--- config.mk ---
export PLATFORM = sky130hd
export DESIGN_NAME = kf8253_counter_channel
export DESIGN_NICKNAME = d
export VERILOG_FILES = /design/src/rtl/kf8253_pkg.sv /design/src/rtl/kf8253_pin_sync.sv /design/src/rtl/kf8253_counter_channel.sv
export SDC_FILE = /design/constraint.sdc
export NUM_CORES = 1
export LEC_CHECK = 0
export BUFFER_PORTS_ARGS = -buffer_cell sky130_fd_sc_hd__buf_4
export CAP_MARGIN = 20
export CORE_MARGIN = 2
export CORE_UTILIZATION = 57
export DETAILED_ROUTE_END_ITERATION = 16
export PLACE_DENSITY = 0.79
export SETUP_SLACK_MARGIN = 0.5
export SLEW_MARGIN = 5
export SYNTH_ARGS = -nofsm -noshare
export SYNTH_HDL_FRONTEND = slang
export SYNTH_SLANG_ARGS = --single-unit
--- constraint.sdc ---
create_clock -name clock -period 4.55 [get_ports clock]
set_input_delay 0.91 -clock clock [delete_from_list [all_inputs] [get_ports clock]]
set_output_delay 0.91 -clock clock [all_outputs]
set_load 0.05 [all_outputs]
--- src/rtl/kf8253_pkg.sv ---
// Purpose: shared encodings and count arithmetic for the 8253 counter channel.
// Latency: n/a (types, constants and pure functions only).
// Backpressure: n/a.
package kf8253_pkg;

  typedef enum logic [2:0] {
    MODE_0 = 3'd0,
    MODE_1 = 3'd1,
    MODE_2 = 3'd2,
    MODE_3 = 3'd3,
    MODE_4 = 3'd4,
    MODE_5 = 3'd5
  } mode_t;

  typedef enum logic [1:0] {
    RW_LATCH = 2'b00,
    RW_LSB   = 2'b01,
    RW_MSB   = 2'b10,
    RW_BOTH  = 2'b11
  } rw_t;

  typedef enum logic {
    PTR_LSB = 1'b0,
    PTR_MSB = 1'b1
  } ptr_t;

  // A stored count of zero means the full range (65536 binary, 10000 BCD);
  // decrementing it simply wraps to 0xFFFF / 0x9999.
  localparam logic [15:0] COUNT_ZERO = 16'h0000;
  localparam logic [15:0] COUNT_ONE  = 16'h0001;

  function automatic logic [15:0] bin_dec16(input logic [15:0] v);
    return v - 16'd1;
  endfunction

  // Four-digit BCD decrement: each nibble borrows from the next, 0000 -> 9999.
  function automatic logic [15:0] bcd_dec16(input logic [15:0] v);
    logic [15:0] r;
    logic        borrow;
    r      = v;
    borrow = 1'b1;
    for (int i = 0; i < 4; i++) begin
      if (borrow) begin
        if (r[i*4 +: 4] == 4'd0) begin
          r[i*4 +: 4] = 4'd9;
        end else begin
          r[i*4 +: 4] = r[i*4 +: 4] - 4'd1;
          borrow      = 1'b0;
        end
      end
    end
    return r;
  endfunction

  function automatic logic [15:0] dec16(input logic [15:0] v, input logic bcd);
    return bcd ? bcd_dec16(v) : bin_dec16(v);
  endfunction

endpackage

--- src/rtl/kf8253_pin_sync.sv ---
// Purpose: synchronise the CLKn/GATEn pins and flag falling edges of CLKn.
// Latency: count_edge asserts SYNC_STAGES system clocks after the pin falls.
// Backpressure: none; every detected edge is presented for exactly one cycle.
module kf8253_pin_sync #(
  parameter int SYNC_STAGES = 2
) (
  input  logic clock,
  input  logic reset_n,
  input  logic counter_clock,
  input  logic counter_gate,
  output logic count_edge,
  output logic gate_sync
);

  logic [SYNC_STAGES-1:0] clk_sync;
  logic [SYNC_STAGES-1:0] gate_sync_q;
  logic                   clk_hist;

  // Synchroniser chains plus one history flop on the clock path for edge detect
  always_ff @(posedge clock or negedge reset_n) begin
    if (!reset_n) begin
      clk_sync    <= '0;
      gate_sync_q <= '0;
      clk_hist    <= 1'b0;
    end else begin
      clk_sync    <= {clk_sync[SYNC_STAGES-2:0], counter_clock};
      gate_sync_q <= {gate_sync_q[SYNC_STAGES-2:0], counter_gate};
      clk_hist    <= clk_sync[SYNC_STAGES-1];
    end
  end

  assign count_edge = clk_hist & ~clk_sync[SYNC_STAGES-1];
  assign gate_sync  = gate_sync_q[SYNC_STAGES-1];

endmodule

--- src/rtl/kf8253_counter_channel.sv ---
// Purpose: one 8253 counter channel: count register, count element, output latch, OUT pin.
// Latency: count element updates one system clock after a synchronised CLKn fall; OUT registered.
// Backpressure: none; write strobes are single-cycle and always accepted, reads are combinational.
module kf8253_counter_channel
  import kf8253_pkg::*;
#(
  parameter int SYNC_STAGES = 2
) (
  input  logic       clock,
  input  logic       reset_n,
  input  logic [7:0] internal_data_bus,
  input  logic       write_control,
  input  logic       write_counter,
  input  logic       read_counter,
  output logic [7:0] read_data,
  input  logic       counter_clock,
  input  logic       counter_gate,
  output logic       counter_out
);

  mode_t       mode;
  rw_t         rw;
  logic        bcd;
  logic [15:0] count_reg;
  logic [15:0] count;
  logic [15:0] latch;
  logic        latched;
  ptr_t        wr_ptr;
  ptr_t        rd_ptr;
  logic        null_count;
  logic        load_pending;
  logic        gate_d;
  logic        read_counter_d;

  logic        count_edge;
  logic        gate_sync;

  kf8253_pin_sync #(
    .SYNC_STAGES(SYNC_STAGES)
  ) u_pin_sync (
    .clock        (clock),
    .reset_n      (reset_n),
    .counter_clock(counter_clock),
    .counter_gate (counter_gate),
    .count_edge   (count_edge),
    .gate_sync    (gate_sync)
  );

  // Control word fields; modes 6/7 alias 2/3.
  logic [2:0] cw_mode_raw;
  mode_t      cw_mode;
  rw_t        cw_rw;
  assign cw_mode_raw = internal_data_bus[3:1];
  assign cw_mode     = mode_t'((cw_mode_raw[2:1] == 2'b11) ? {1'b0, cw_mode_raw[1:0]} : cw_mode_raw);
  assign cw_rw       = rw_t'(internal_data_bus[5:4]);

  logic mode_ok;
  logic mode_23;
  logic halt;
  logic read_fall;
  assign mode_ok   = (mode == MODE_0) || (mode == MODE_2) || (mode == MODE_3) || (mode == MODE_4);
  assign mode_23   = (mode == MODE_2) || (mode == MODE_3);
  // Mode 0 freezes between the two halves of a 16-bit count write.
  assign halt      = (mode == MODE_0) && (rw == RW_BOTH) && (wr_ptr == PTR_MSB);
  assign read_fall = read_counter_d & ~read_counter;

  logic [15:0] dec1;
  logic [15:0] dec2;
  logic [15:0] dec3;
  assign dec1 = dec16(count, bcd);
  assign dec2 = dec16(dec1, bcd);
  assign dec3 = dec16(dec2, bcd);

  // Mode 3 step: odd counts only occur right after a reload, and absorb the odd unit
  // in the high half (step 1) or the low half (step 3); everything else steps by 2.
  logic [15:0] m3_step;
  logic [15:0] m3_next;
  logic        m3_zero;
  always_comb begin
    m3_step = 16'd2;
    m3_next = dec2;
    if (count[0]) begin
      m3_step = counter_out ? 16'd1 : 16'd3;
      m3_next = counter_out ? dec1 : dec3;
    end
  end
  assign m3_zero = (count != COUNT_ZERO) && (count <= m3_step);

  // Configuration, count register writes, count element and OUT pin
  always_ff @(posedge clock or negedge reset_n) begin
    if (!reset_n) begin
      mode         <= MODE_0;
      rw           <= RW_LSB;
      bcd          <= 1'b0;
      count_reg    <= 16'h0000;
      count        <= 16'h0000;
      wr_ptr       <= PTR_LSB;
      null_count   <= 1'b1;
      load_pending <= 1'b0;
      counter_out  <= 1'b0;
      gate_d       <= 1'b0;
    end else begin
      gate_d <= gate_sync;
      if (write_control) begin
        if (cw_rw != RW_LATCH) begin
          mode         <= cw_mode;
          rw           <= cw_rw;
          bcd          <= internal_data_bus[0];
          wr_ptr       <= PTR_LSB;
          null_count   <= 1'b1;
          load_pending <= 1'b0;
          counter_out  <= (cw_mode != MODE_0);
        end
      end else begin
        if (mode_23) begin
          if (!gate_sync) begin
            counter_out <= 1'b1;
          end else if (!gate_d && !null_count) begin
            load_pending <= 1'b1;
          end
        end
        if (count_edge && !halt) begin
          if (load_pending && !write_counter && mode_ok) begin
            count        <= count_reg;
            load_pending <= 1'b0;
            null_count   <= 1'b0;
          end else if (!null_count && gate_sync) begin
            case (mode)
              MODE_0: begin
                count <= dec1;
                if (dec1 == COUNT_ZERO) counter_out <= 1'b1;
              end
              MODE_2: begin
                if (count == COUNT_ONE) begin
                  count       <= count_reg;
                  counter_out <= 1'b1;
                end else begin
                  count <= dec1;
                  if (dec1 == COUNT_ONE) counter_out <= 1'b0;
                end
              end
              MODE_3: begin
                if (m3_zero) begin
                  count       <= count_reg;
                  counter_out <= ~counter_out;
                end else begin
                  count <= m3_next;
                end
              end
              MODE_4: begin
                count       <= dec1;
                counter_out <= (dec1 != COUNT_ZERO);
              end
              default: ;
            endcase
          end
        end
        if (write_counter) begin
          case (rw)
            RW_LSB: begin
              count_reg    <= {8'h00, internal_data_bus};
              load_pending <= 1'b1;
            end
            RW_MSB: begin
              count_reg    <= {internal_data_bus, 8'h00};
              load_pending <= 1'b1;
            end
            RW_BOTH: begin
              if (wr_ptr == PTR_LSB) begin
                count_reg[7:0] <= internal_data_bus;
                wr_ptr         <= PTR_MSB;
                if (mode == MODE_0) counter_out <= 1'b0;
              end else begin
                count_reg[15:8] <= internal_data_bus;
                wr_ptr          <= PTR_LSB;
                load_pending    <= 1'b1;
              end
            end
            default: ;
          endcase
        end
      end
    end
  end

  // Output latch and read byte pointer
  always_ff @(posedge clock or negedge reset_n) begin
    if (!reset_n) begin
      latch          <= 16'h0000;
      latched        <= 1'b0;
      rd_ptr         <= PTR_LSB;
      read_counter_d <= 1'b0;
    end else begin
      read_counter_d <= read_counter;
      if (write_control) begin
        if (cw_rw == RW_LATCH) begin
          if (!latched) begin
            latch   <= count;
            latched <= 1'b1;
          end
        end else begin
          latched <= 1'b0;
          rd_ptr  <= PTR_LSB;
        end
      end else if (read_fall) begin
        if ((rw == RW_BOTH) && (rd_ptr == PTR_LSB)) begin
          rd_ptr <= PTR_MSB;
        end else begin
          rd_ptr  <= PTR_LSB;
          latched <= 1'b0;
        end
      end
    end
  end

  // Read byte selection from latch or live count
  logic [15:0] rd_src;
  always_comb begin
    rd_src = latched ? latch : count;
    case (rw)
      RW_MSB:  read_data = rd_src[15:8];
      RW_BOTH: read_data = (rd_ptr == PTR_MSB) ? rd_src[15:8] : rd_src[7:0];
      default: read_data = rd_src[7:0];
    endcase
  end

endmodule
# Yosys cells after proc, flatten, opt, wreduce, memory -nomap -nowiden

Index checks and enable logic that the tools add are counted.

Bits in registers: 67
Word-level logic and storage cells: 207
Input bits: 15
Output and inout bits: 9

Multiplexer cells: 97
Reduce and logical (&&, ||, !) cells: 55
Equality and inequality tests: 14
Order comparisons: 1
Add/sub/neg operators: 15
Bitwise operators: 7

Operators with widths:

| cell                                               | count |
|---|---|
| 2-to-1 mux 16 bit                                  | 10 |
| case mux 16 bit (3 select lines)                   | 2 |
| 2-to-1 mux 4 bit                                   | 21 |
| 2-to-1 mux 1 bit                                   | 55 |
| zero test 4 bit                                    | 12 |
| subtractor 16 x 1 -> 16 bit, second input constant | 3 |
| subtractor 4 x 1 -> 4 bit, second input constant   | 12 |
| == test 16 x 1 -> 1 bit, second input constant     | 2 |
| nonzero test 16 bit                                | 2 |
| 2-to-1 mux 8 bit                                   | 3 |
| less-or-equal comparator 16 bit                    | 1 |
| zero test 16 bit                                   | 1 |
| case mux 8 bit (2 select lines)                    | 1 |
| nonzero test 2 bit                                 | 7 |
| AND reduction 4 bit                                | 3 |
| logical AND 1 bit                                  | 9 |
| != test 2 bit, second input constant               | 4 |
| AND reduction 2 bit                                | 4 |
| == test 2 bit, second input constant               | 3 |
| == test 3 x 2 -> 1 bit, second input constant      | 2 |
| AND reduction 3 bit                                | 2 |
| nonzero test 3 bit                                 | 2 |
| NOT 1 bit                                          | 5 |
| zero test 1 bit                                    | 4 |
| other kinds (13)                                   | 19 |

# Logic depth before layout (Yosys ltp)

Gate-level depths: netlist (run 1).

Word-level depth: 24
Mapped depth: 21
Depth with buffers taken out: 16

# By module

A second synthesis (run 1) with hierarchy kept.

Cell total of the unflattened synthesis: 778
Area total of the unflattened synthesis: 6237.2 µm²

Modules (own cells, without submodules):

| module                 | area each (µm²) | times used | sequential area each (µm²) | cells an instance |
|---|---|---|---|---|
| kf8253_counter_channel | 6098.3          | 1          | 1554.0                     | 772 |
| kf8253_pin_sync        | 138.9           | 1          | 125.1                      | 6 |

# Worst setup path before layout (run 1)

No wires, ideal clock.

Path type: reg2reg
From: register count[0]
To: register count[15]
Required time: 4.455 ns
Cell stages (with the launch flop): 21
Arrival: 4.884 ns
Library setup time: 0.095 ns
Slack: -0.429 ns
Path buffers: 6
Clock period less this slack: 4.979 ns
Path through: dfrtp_1 buf_2 clkbuf_1 inv_1 clkbuf_1 ha_1 buf_2 or3b_2 clkbuf_1 o21ai_0 inv_1 ha_1 nand2_1 and4b_1 o21a_1 or4_1 buf_2 nor4_2 nand4_1 mux2i_1 o31ai_1

Longest elaborated chain between the ends: 20
Elaborated cells on any way between the ends: 59
Those cells by class: add/sub: 9; order compare: 1; eq/ne: 1; mux: 37; reduce/logical: 11

RTL lines:

| element                                                              | RTL line                      | text |
|---|---|---|
| start: declaration                                                   | kf8253_counter_channel.sv:25  | `logic [15:0] count;` |
| start signal: assignment                                             | kf8253_counter_channel.sv:124 | `count <= count_reg;` |
| start signal: assignment                                             | kf8253_counter_channel.sv:135 | `count <= count_reg;` |
| start signal: assignment                                             | kf8253_counter_channel.sv:144 | `count <= count_reg;` |
| branches (longest 17 deep; another with subtractor 16 x 1 -> 16 bit) | -                             |  |
| case mux 16 bit (3 select lines) (*)                                 | kf8253_counter_channel.sv:128 | `case (mode)` |
| 2-to-1 mux 16 bit (*)                                                | kf8253_counter_channel.sv:127 | `end else if (!null_count && gate_sync) begin` |
| 2-to-1 mux 16 bit (*)                                                | kf8253_counter_channel.sv:123 | `if (load_pending && !write_counter && mode_ok) begin` |

Mark *: on every way between the ends. The select of a mux whose other input is x is not followed.
A chain may end at the register's enable or synchronous reset.

# Worst setup path in the final report (run 1)

From: register count[0]
To: register count[12]

The elaborated chain is that of the path after synthesis.

==> metrics.txt, run 1 <==
hold wc startpoint=u_pin_sync.gate_sync_q[0]; Synth top area share=26.7%; status=completed; Final Cycle Share=90.1%; DRC viols=0; most common cell after layout, fill and taps aside=buf_4; combinational power share=69.2%; Net Sw Frac=50.9%; R2R cell count=11; routability cong.=1.09; Largest register FFs=32; CORE AREA=10,400 sq um; crit path time final=4100 ps; f_max=244 MHz; Worst Max-Slew Pin Slew=977 ps; dpl cells=910; sequential fraction of the synthesis area=27.6%; Hold Crit Depth=0; relative slew slack=34.4%; Filler cells=864; worst skew pair latency=350 ps; die height=107 um; row count=37; Worst-path clk slew=90 ps; Top Ports=24; dpl ws=170 ps; Slew Viols, Final=0; first-pass GRT wire length=33.5 mm; Die ar.=11,500 sq um; post-synth top area cell=dfrtp_1; WP data required=4810 ps; flops & latches, synth=67; Post-synth EDFFs=0; crit path max fanout=34; H-tree depth=3; number of vias per cell=7.17; unrepaired setup endpoints after global routing=yes; arrival time worst endpoint=4360 ps; Setup violations, final=0; RR Endpoint=count[12]; Ys Warns=0; Vias=6,777; final-stage net count=831; worst reg2reg path startpoint=count[0]; Sw Pwr=2.38 mW; Clock Power Share=12.1%; max cap viols=0; Pint=2.30 mW; Initial Util=58.8%; Chip Width=107 um; IO buf count=23; Seq pwr share=18.7%; root buf cell=clkbuf_8; CTS Buffer Depth=2; Worst Setup End Kind=register; critical path type=reg -> reg; Cell Pwr Density=649 nW/um^2; share of cells above drive strength 1=24.8%; number of global-route vias before repair=6,314; # diodes=0; final hold vios=0; DP Wirelength=15.6 mm; clock sink count=67; Routed Antenna Nets=0; number of distinct library cells after synthesis=79; hold endpoint=u_pin_sync.gate_sync_q[1]; Post-Syn Instances=766; Tightest Hold Check Type=reg -> reg; wire per inst=22.5 um; Routed WL=21.3 mm; largest net degree at the start of global routing=68; Area Growth Syn to Fin=18.4%; first-pass iteration count of the detailed router=8; Setup Skew=13.7 ps; CTS tree=built; Iter 0 DRT Violations=957; mean post-synth cell area=7.96 sq um; final worst setup slack=452 ps; Leak Pwr=2.92 nW; syn_nets=793; GRT overflow=0; Async S/R FF share, synth=100%; R2R setup slack=450 ps; fin cells=945; most frequent cells in the layout=buf_4, nand2_1, dfrtp_1, o21ai_0, nor2_1; Worst VDD drop=0.321 mV; top_reg_cell synth=dfrtp_1; setup_tns=0 ps; largest cells by area after synthesis=dfrtp_1, o21ai_0, nand2_1, mux2_2, mux2i_1; Final Util=69.6%; initial antenna violation count=0; post-synthesis cell area=6090 sq um; CP Launch Type=register; Min Hold Slack=346 ps; GRT Overall Usage=36.9%; hold bufs inserted after CTS=0; Inserted Clock Buffers=9
[metal layers]
metal  up-vias  track usage (%)  share of wire (%)
met1      3192             50.9                 40
met4         0             12.8                4.1
met3       101             8.54                 12
met5         -                0                  0
li1       2998                -                  -
met2       486             56.8                 44
[cell families after synthesis]
family,share of synthesized area [%]
AND/OR/NAND/NOR,24.9
multiplexers,8.01
AO/OA/AOI/OAI,29.7
buffers and inverters,5.30
XOR/XNOR,2.01
adder cells (fa/ha/maj),2.46
flip-flops,27.6
[worst max path at each step]
stage	end	from	slack, ps
after floorplan	count[11]	count[0]	500
after global placement	count[11]	count[1]	290
after detailed placement	count[11]	count[0]	170
after CTS	count[14]	count[7]	490
after global routing	count[12]	count[1]	330
final	count[12]	count[0]	450
[power groups by stage]
stage	Clock (mW)	Sequential (mW)	Combinational [mW]
final	0.567	0.877	3.24
after global routing	0.596	0.891	3.43
after CTS	0.571	0.869	2.82
after detailed placement	0	0.880	2.77
after global placement	0	0.869	2.73
after floorplan	0	0.813	2.06
[layout make-up]
class	count	area (sq um)	area share, %
Clock buffer	10	128	1.77
Timing Repair Buffer	90	687	9.52
Sequential cell	67	1680	23.3
Inverter	21	78.8	1.09
Multi-Input combinational cell	615	4380	60.7
Tap cell	136	170	2.36
Clock inverter	6	90.1	1.25
[cells in the mapped netlist (19+ instances only)]
library cell,count
nor3_1,24
o22ai_1,19
nor2_1,53
nand2_1,75
mux2i_1,24
nand3_1,23
o21ai_0,67
inv_1,20
mux2_2,22
clkbuf_1,53
a21oi_1,29
dfrtp_1,65
[critical path, stage by stage (launching register included)]
cell and delay, ps:
dfrtp_1 420, buf_4 370, nor3_1 150, o21ai_0 600
o21ai_0 350, and4b_1 290, o21a_1 220, or4_4 610
nor4_1 400, o21ai_0 170, a2bb2oi_1 180, o31ai_1 250
[stage by stage]
step           total power [mW]  area [sq um]
3_5_place_dp               3.65          6610
4_1_cts                    4.26          6870
6_report                   4.68          7220
5_1_grt                    4.92          7220
3_3_place_gp               3.60          6610
2_1_floorplan              2.87          6200
[what timing repair did]
item	CTS	global route
setup endpoints to repair	8	8
gates cloned	0	0
resized for setup	8	47
setup buffers	1	18
pin swaps	4	19
Note: power is estimated with default switching activity, not from simulation.
==> inputs of run 2 (changes only) <==
CORE_UTILIZATION = 40   (was 57)
PLACE_DENSITY = default   (was 0.79)
PLACE_DENSITY_LB_ADDON = 0.05   (was default)
==> run 2 against run 1 <==
Sequential share of layout area decreased by 0.41 points. Count of clock-buffer cells in the layout unchanged. Global-route usage decreased by 8.4 points. Critical path depth increased by 4. Clock skew decreased by 4.8 ps. Register-to-register slack improved by 80 ps. Combinational power increased by 2%. First-iteration DRC count decreased by 14%. Worst setup slack improved by 75 ps. Cell count increased by 5.5%. Maximum frequency increased by 1.9%. Critical path type unchanged. Design area increased by 2.0%.
==> metrics.txt, run 2 (synthesized netlist as in run 1, its figures left out) <==
Iter 0 DRT Violations=824; wire per inst=23.4 um; f_max=249 MHz; R2R cell count=15; # diodes=0; crit path time final=4020 ps; final hold vios=0; critical path type=reg -> reg; CORE AREA=15,000 sq um; CTS tree=built; Slew Viols, Final=0; Initial Util=40.5%; Finished Cell Area=7360 sq um; number of global-route vias before repair=6,041; clock sink count=67; Vias=6,548; Tightest Hold Check Type=reg -> reg; Chip Width=127 um; Power Total=4.86 mW; Worst-path clk slew=60 ps; root buf cell=clkbuf_16; Min Hold Slack=349 ps; Inserted Clock Buffers=9; GRT Overall Usage=28.5%; relative slew slack=29.9%; IO buf count=23; unrepaired setup endpoints after global routing=yes; row count=45; status=completed; hold bufs inserted after CTS=0; area post-placement=6670 sq um; Seq pwr share=18.3%; worst skew pair latency=350 ps; Pint=2.39 mW; Clock Power Share=13.9%; first-pass iteration count of the detailed router=6; Setup Skew=8.94 ps; Leak Pwr=2.93 nW; Largest register FFs=32; DRC viols=0; Cell Pwr Density=660 nW/um^2; Sw Pwr=2.47 mW; final-stage net count=831; Final Cycle Share=88.4%; WP data required=4770 ps; CTS Buffer Depth=2; H-tree depth=3; Worst Setup End Kind=register; Routed Antenna Nets=0; die height=127 um; final worst setup slack=527 ps; number of vias per cell=6.57; CP Launch Type=register; DP Wirelength=16.9 mm; Die ar.=16,200 sq um; dpl ws=-5.27 ps; routability cong.=0.962; largest net degree at the start of global routing=68; crit path max fanout=6; first-pass GRT wire length=35.5 mm; max cap viols=0; Setup violations, final=0; most common cell after layout, fill and taps aside=buf_4; share of cells above drive strength 1=25.1%; Routed WL=23.3 mm; combinational power share=67.8%; Area Growth Syn to Fin=20.8%; most frequent cells in the layout=buf_4, nand2_1, dfrtp_1, o21ai_0, nor2_1; Worst VDD drop=0.293 mV; arrival time worst endpoint=4240 ps; Hold Crit Depth=0; Final Util=49.0%; Worst Max-Slew Pin Slew=1050 ps; Net Sw Frac=50.7%; GRT overflow=0; Top Ports=24; initial antenna violation count=0
run 2: what timing repair did:
item / CTS / global route
gates cloned: 0 / 1
pin swaps: 2 / 13
endpoints found under the setup margin: 8 / 8
buffers inserted: 1 / 18
resized for setup: 19 / 48
run 2: final timing paths:
check	end	from	slack [ps]
min	u_pin_sync.gate_sync_q[1]	u_pin_sync.gate_sync_q[0]	350
max	count[9]	count[0]	530
min in group asynchronous	count[5]	reset_n	700
max in group asynchronous	bcd	reset_n	3210
max reg2reg	count[9]	count[0]	530
min reg2reg	u_pin_sync.gate_sync_q[1]	u_pin_sync.gate_sync_q[0]	350
run 2: routing by layer:
layer  GRT usage (%)  share of wire (%)
met4            11.8                4.6
met5               0                  0
met3            4.52                7.6
met1            40.6                 44
met2            43.0                 44
run 2: critical path, stage by stage, from the launching register on:
cell     delay (ps)
dfrtp_2         430
or4_4           560
buf_6           150
o22ai_2         150
a22o_1          210
inv_2            70
ha_4            180
nand2_4          80
and4b_1         200
o21a_1          220
or4_4           620
buf_6           170
or2_4           240
a221o_1         340
a21oi_2         160
o22ai_1          90
run 2: final cells by class:
class,instances,area [sq um]
Tap cell,188,235
Clock inverter,6,48.8
Inverter,21,82.6
Timing Repair Buffer,89,683
Multi-Input combinational cell,616,4400
Clock buffer,10,229
Sequential cell,67,1680
Fill cell,1443,7670
run 2: metrics by stage:
| step | instances | TNS (ps) |
|---|---|---|
| 2_1_floorplan | 766 | 0 |
| 3_3_place_gp | 961 | 0 |
| 3_5_place_dp | 961 | -5.27 |
| 4_1_cts | 978 | 0 |
| 5_1_grt | 997 | 0 |
| 6_report | 997 | 0 |
run 2: power by group through the flow:
| stage | clock network [mW] | registers, mW | logic (mW) |
|---|---|---|---|
| floorplan | 0 | 0.813 | 2.06 |
| global placement | 0 | 0.883 | 2.88 |
| detailed placement | 0 | 0.890 | 2.87 |
| CTS | 0.690 | 0.882 | 2.96 |
| global route | 0.712 | 0.902 | 3.52 |
| finish | 0.676 | 0.889 | 3.29 |
==> inputs of run 3 (changes only) <==
SYNTH_HIERARCHICAL = 1   (was default)
==> run 3 against run 2 <==
Global-route usage is 0.66 points higher. Largest cell class unchanged. Area after synthesis is 2.3% higher. Maximum frequency is 0.88% higher. Utilization is 0.31 points higher. Worst hold slack better by 8.0 ps. Cell count is 2.1% higher. Design area is 1.8% higher. Combinational power is 25% lower. First-iteration DRC count is 3.2% lower. Sequential power is 3.9% higher.
==> metrics.txt, run 3 <==
f_max=251 MHz; CORE AREA=15,200 sq um; crit-path leading delay family=simple AND/OR/NAND/NOR gates; number of global-route vias before repair=6,100; Worst VDD drop=0.274 mV; Crit. path cell count=13; list of most frequent post-synthesis cells=nand2_1, dfrtp_1, nor2_1, o21ai_0, a21oi_1; H-tree depth=3; setup_tns=0 ps; relative slew slack=35.5%; Post-Syn Instances=778; initial antenna violation count=0; die height=129 um; Area Growth Syn to Fin=20.1%; Ys Warns=6; wire per inst=23.7 um; Synth top area share=26.1%; critical path type=reg -> reg; share of cells above drive strength 1=24.9%; arrival time worst endpoint=4190 ps; worst reg2reg path startpoint=count[2]; mean post-synth cell area=8.02 sq um; sequential fraction of the synthesis area=26.9%; root buf cell=clkbuf_16; RR Endpoint=count[14]; post-synth top area cell=dfrtp_1; Cell Pwr Density=559 nW/um^2; number of distinct library cells after synthesis=94; Tightest Hold Check Type=reg -> reg; most frequent cells in the layout=buf_4, nand2_1, dfrtp_1, nor2_1, o21ai_0; CTS tree=built; R2R cell count=13; syn_nets=805; most frequent cell after synthesis=nand2_1; largest cells by area after synthesis=dfrtp_1, nand2_1, o21ai_0, mux2_2, a21oi_1; unrepaired setup endpoints after global routing=no; DP Wirelength=18.1 mm; critical path's largest stage delay=590 ps; first-pass GRT wire length=36.7 mm; hold endpoint=u_pin_sync/gate_sync_q[1]; crit path time final=3990 ps; CTS Buffer Depth=2; routability cong.=0.955; Top Ports=24; largest net degree at the start of global routing=68; Filler cells=1,505; Setup Skew=10.1 ps; CP Launch Type=register; final-stage net count=852; first-pass iteration count of the detailed router=6; Iter 0 DRT Violations=798; Min Hold Slack=357 ps; Inserted Clock Buffers=9; worst skew pair latency=350 ps; clock sink count=67; Final Cycle Share=87.6%; Slew Viols, Final=0; Worst Setup End Kind=register; number of vias per cell=6.51; flops & latches, synth=67; worst-path cell chain=buf_6, or4_4, mux2i_2, o211ai_1, or3_1, nor3_1, mux2_2, mux2i_2, ha_2, nand2_1, or4b_1, o21ai_1, a41oi_1; top_reg_cell synth=dfrtp_1; Multi-input gate area=4410 sq um; row count=45; IO buf count=23; Post-synth EDFFs=0; max cap viols=0; Async S/R FF share, synth=100%; GRT Overall Usage=29.2%; GRT overflow=0; WP data required=4750 ps; status=completed; final hold vios=0; Die ar.=16,600 sq um; Seq. cell area=1690 sq um; R2R setup slack=560 ps; Initial Util=41.0%; crit path max fanout=12; hold bufs inserted after CTS=0; Power Total=4.19 mW; # diodes=0; Vias=6,623; CP max stage cell=or4_4; Chip Width=129 um; critical path's most frequent cell=mux2i_2; post-synthesis cell area=6240 sq um; Routed Antenna Nets=0; Leak Pwr=2.89 nW; DRC viols=0; Setup violations, final=0; Final Util=49.3%; Routed WL=24.1 mm; Largest register FFs=32; Hold Crit Depth=0; most common cell after layout, fill and taps aside=buf_4; Worst Max-Slew Pin Slew=967 ps; Worst-path clk slew=60 ps; hold wc startpoint=u_pin_sync/gate_sync_q[0]; crit path buf inv count=1
==> run 3: worst max path at each step <==
| stage | startpoint | to | slack (ps) |
|---|---|---|---|
| 2_1_floorplan | count[0] | count[14] | 430 |
| 3_3_place_gp | count[2] | count[13] | 450 |
| 3_5_place_dp | count[2] | count[13] | 450 |
| 4_1_cts | count[0] | count[13] | 500 |
| 5_1_grt | count[3] | count[14] | 450 |
| 6_report | count[2] | count[14] | 560 |
==> run 3: layout make-up <==
| type | instances | share of cell area, % |
|---|---|---|
| clock buffers | 10 | 3.19 |
| clock inverters | 6 | 1.15 |
| multi-input cells | 632 | 58.9 |
| flip-flops and latches | 67 | 22.5 |
| inverters | 20 | 1.04 |
| repair buffers | 95 | 10.1 |
| well taps | 188 | 3.14 |
==> run 3: routing by layer <==
metal | global-route usage (%) | vias to the layer above | part of all wire (%)
met5 | 0 | - | 0
met4 | 11.3 | 0 | 3.9
met3 | 5.32 | 60 | 6.9
met2 | 44.3 | 302 | 44
met1 | 41.1 | 3206 | 45
li1 | - | 3055 | -
==> run 3: cell families (layout without fill, tap and decap cells) <==
family | after synthesis | in the layout | synth area share, %
DFF | 67 | 67 | 26.9
xor gates and xnor gates | 15 | 15 | 2.11
adders and majority gates | 12 | 12 | 2.41
muxes | 47 | 47 | 8.18
AOI/OAI and AO/OA | 247 | 247 | 27.6
and+or+nand+nor | 311 | 311 | 27.4
buffers and inverters | 79 | 131 | 5.40
==> run 3: worst reg2reg max path, stage by stage (launching register included) <==
cell and delay, ps:
dfrtp_2 440, buf_6 160, or4_4 590, mux2i_2 260
o211ai_1 190, or3_1 470, nor3_1 170, mux2_2 370
mux2i_2 200, ha_2 240, nand2_1 70, or4b_1 460
o21ai_1 90, a41oi_1 120
==> run 3: timing repair <==
item / in CTS / in global routing
endpoints found under the hold margin: 0 / 0
cloned: 0 / 0
endpoints found under the setup margin: 3 / 9
setup buffers: 0 / 13
pin swaps: 0 / 13
gates resized for setup: 3 / 31
==> run 3: where the power goes <==
part / internal (mW) / leakage, nW / total, mW / switching (mW)
logic: 0.960 / 1.91 / 2.47 / 1.51
clock network: 0.495 / 0.159 / 0.788 / 0.293
registers: 0.742 / 0.816 / 0.924 / 0.181
total: 2.20 / 2.89 / 4.19 / 1.99
==> run 3: stage by stage <==
| stage | setup WS, ps | instance area (sq um) | std cells |
|---|---|---|---|
| CTS | 498 | 7230 | 1005 |
| detailed placement | 450 | 6890 | 989 |
| global route | 454 | 7490 | 1018 |
| finish | 562 | 7490 | 1018 |
| global placement | 451 | 6890 | 989 |
| floorplan | 433 | 6310 | 778 |
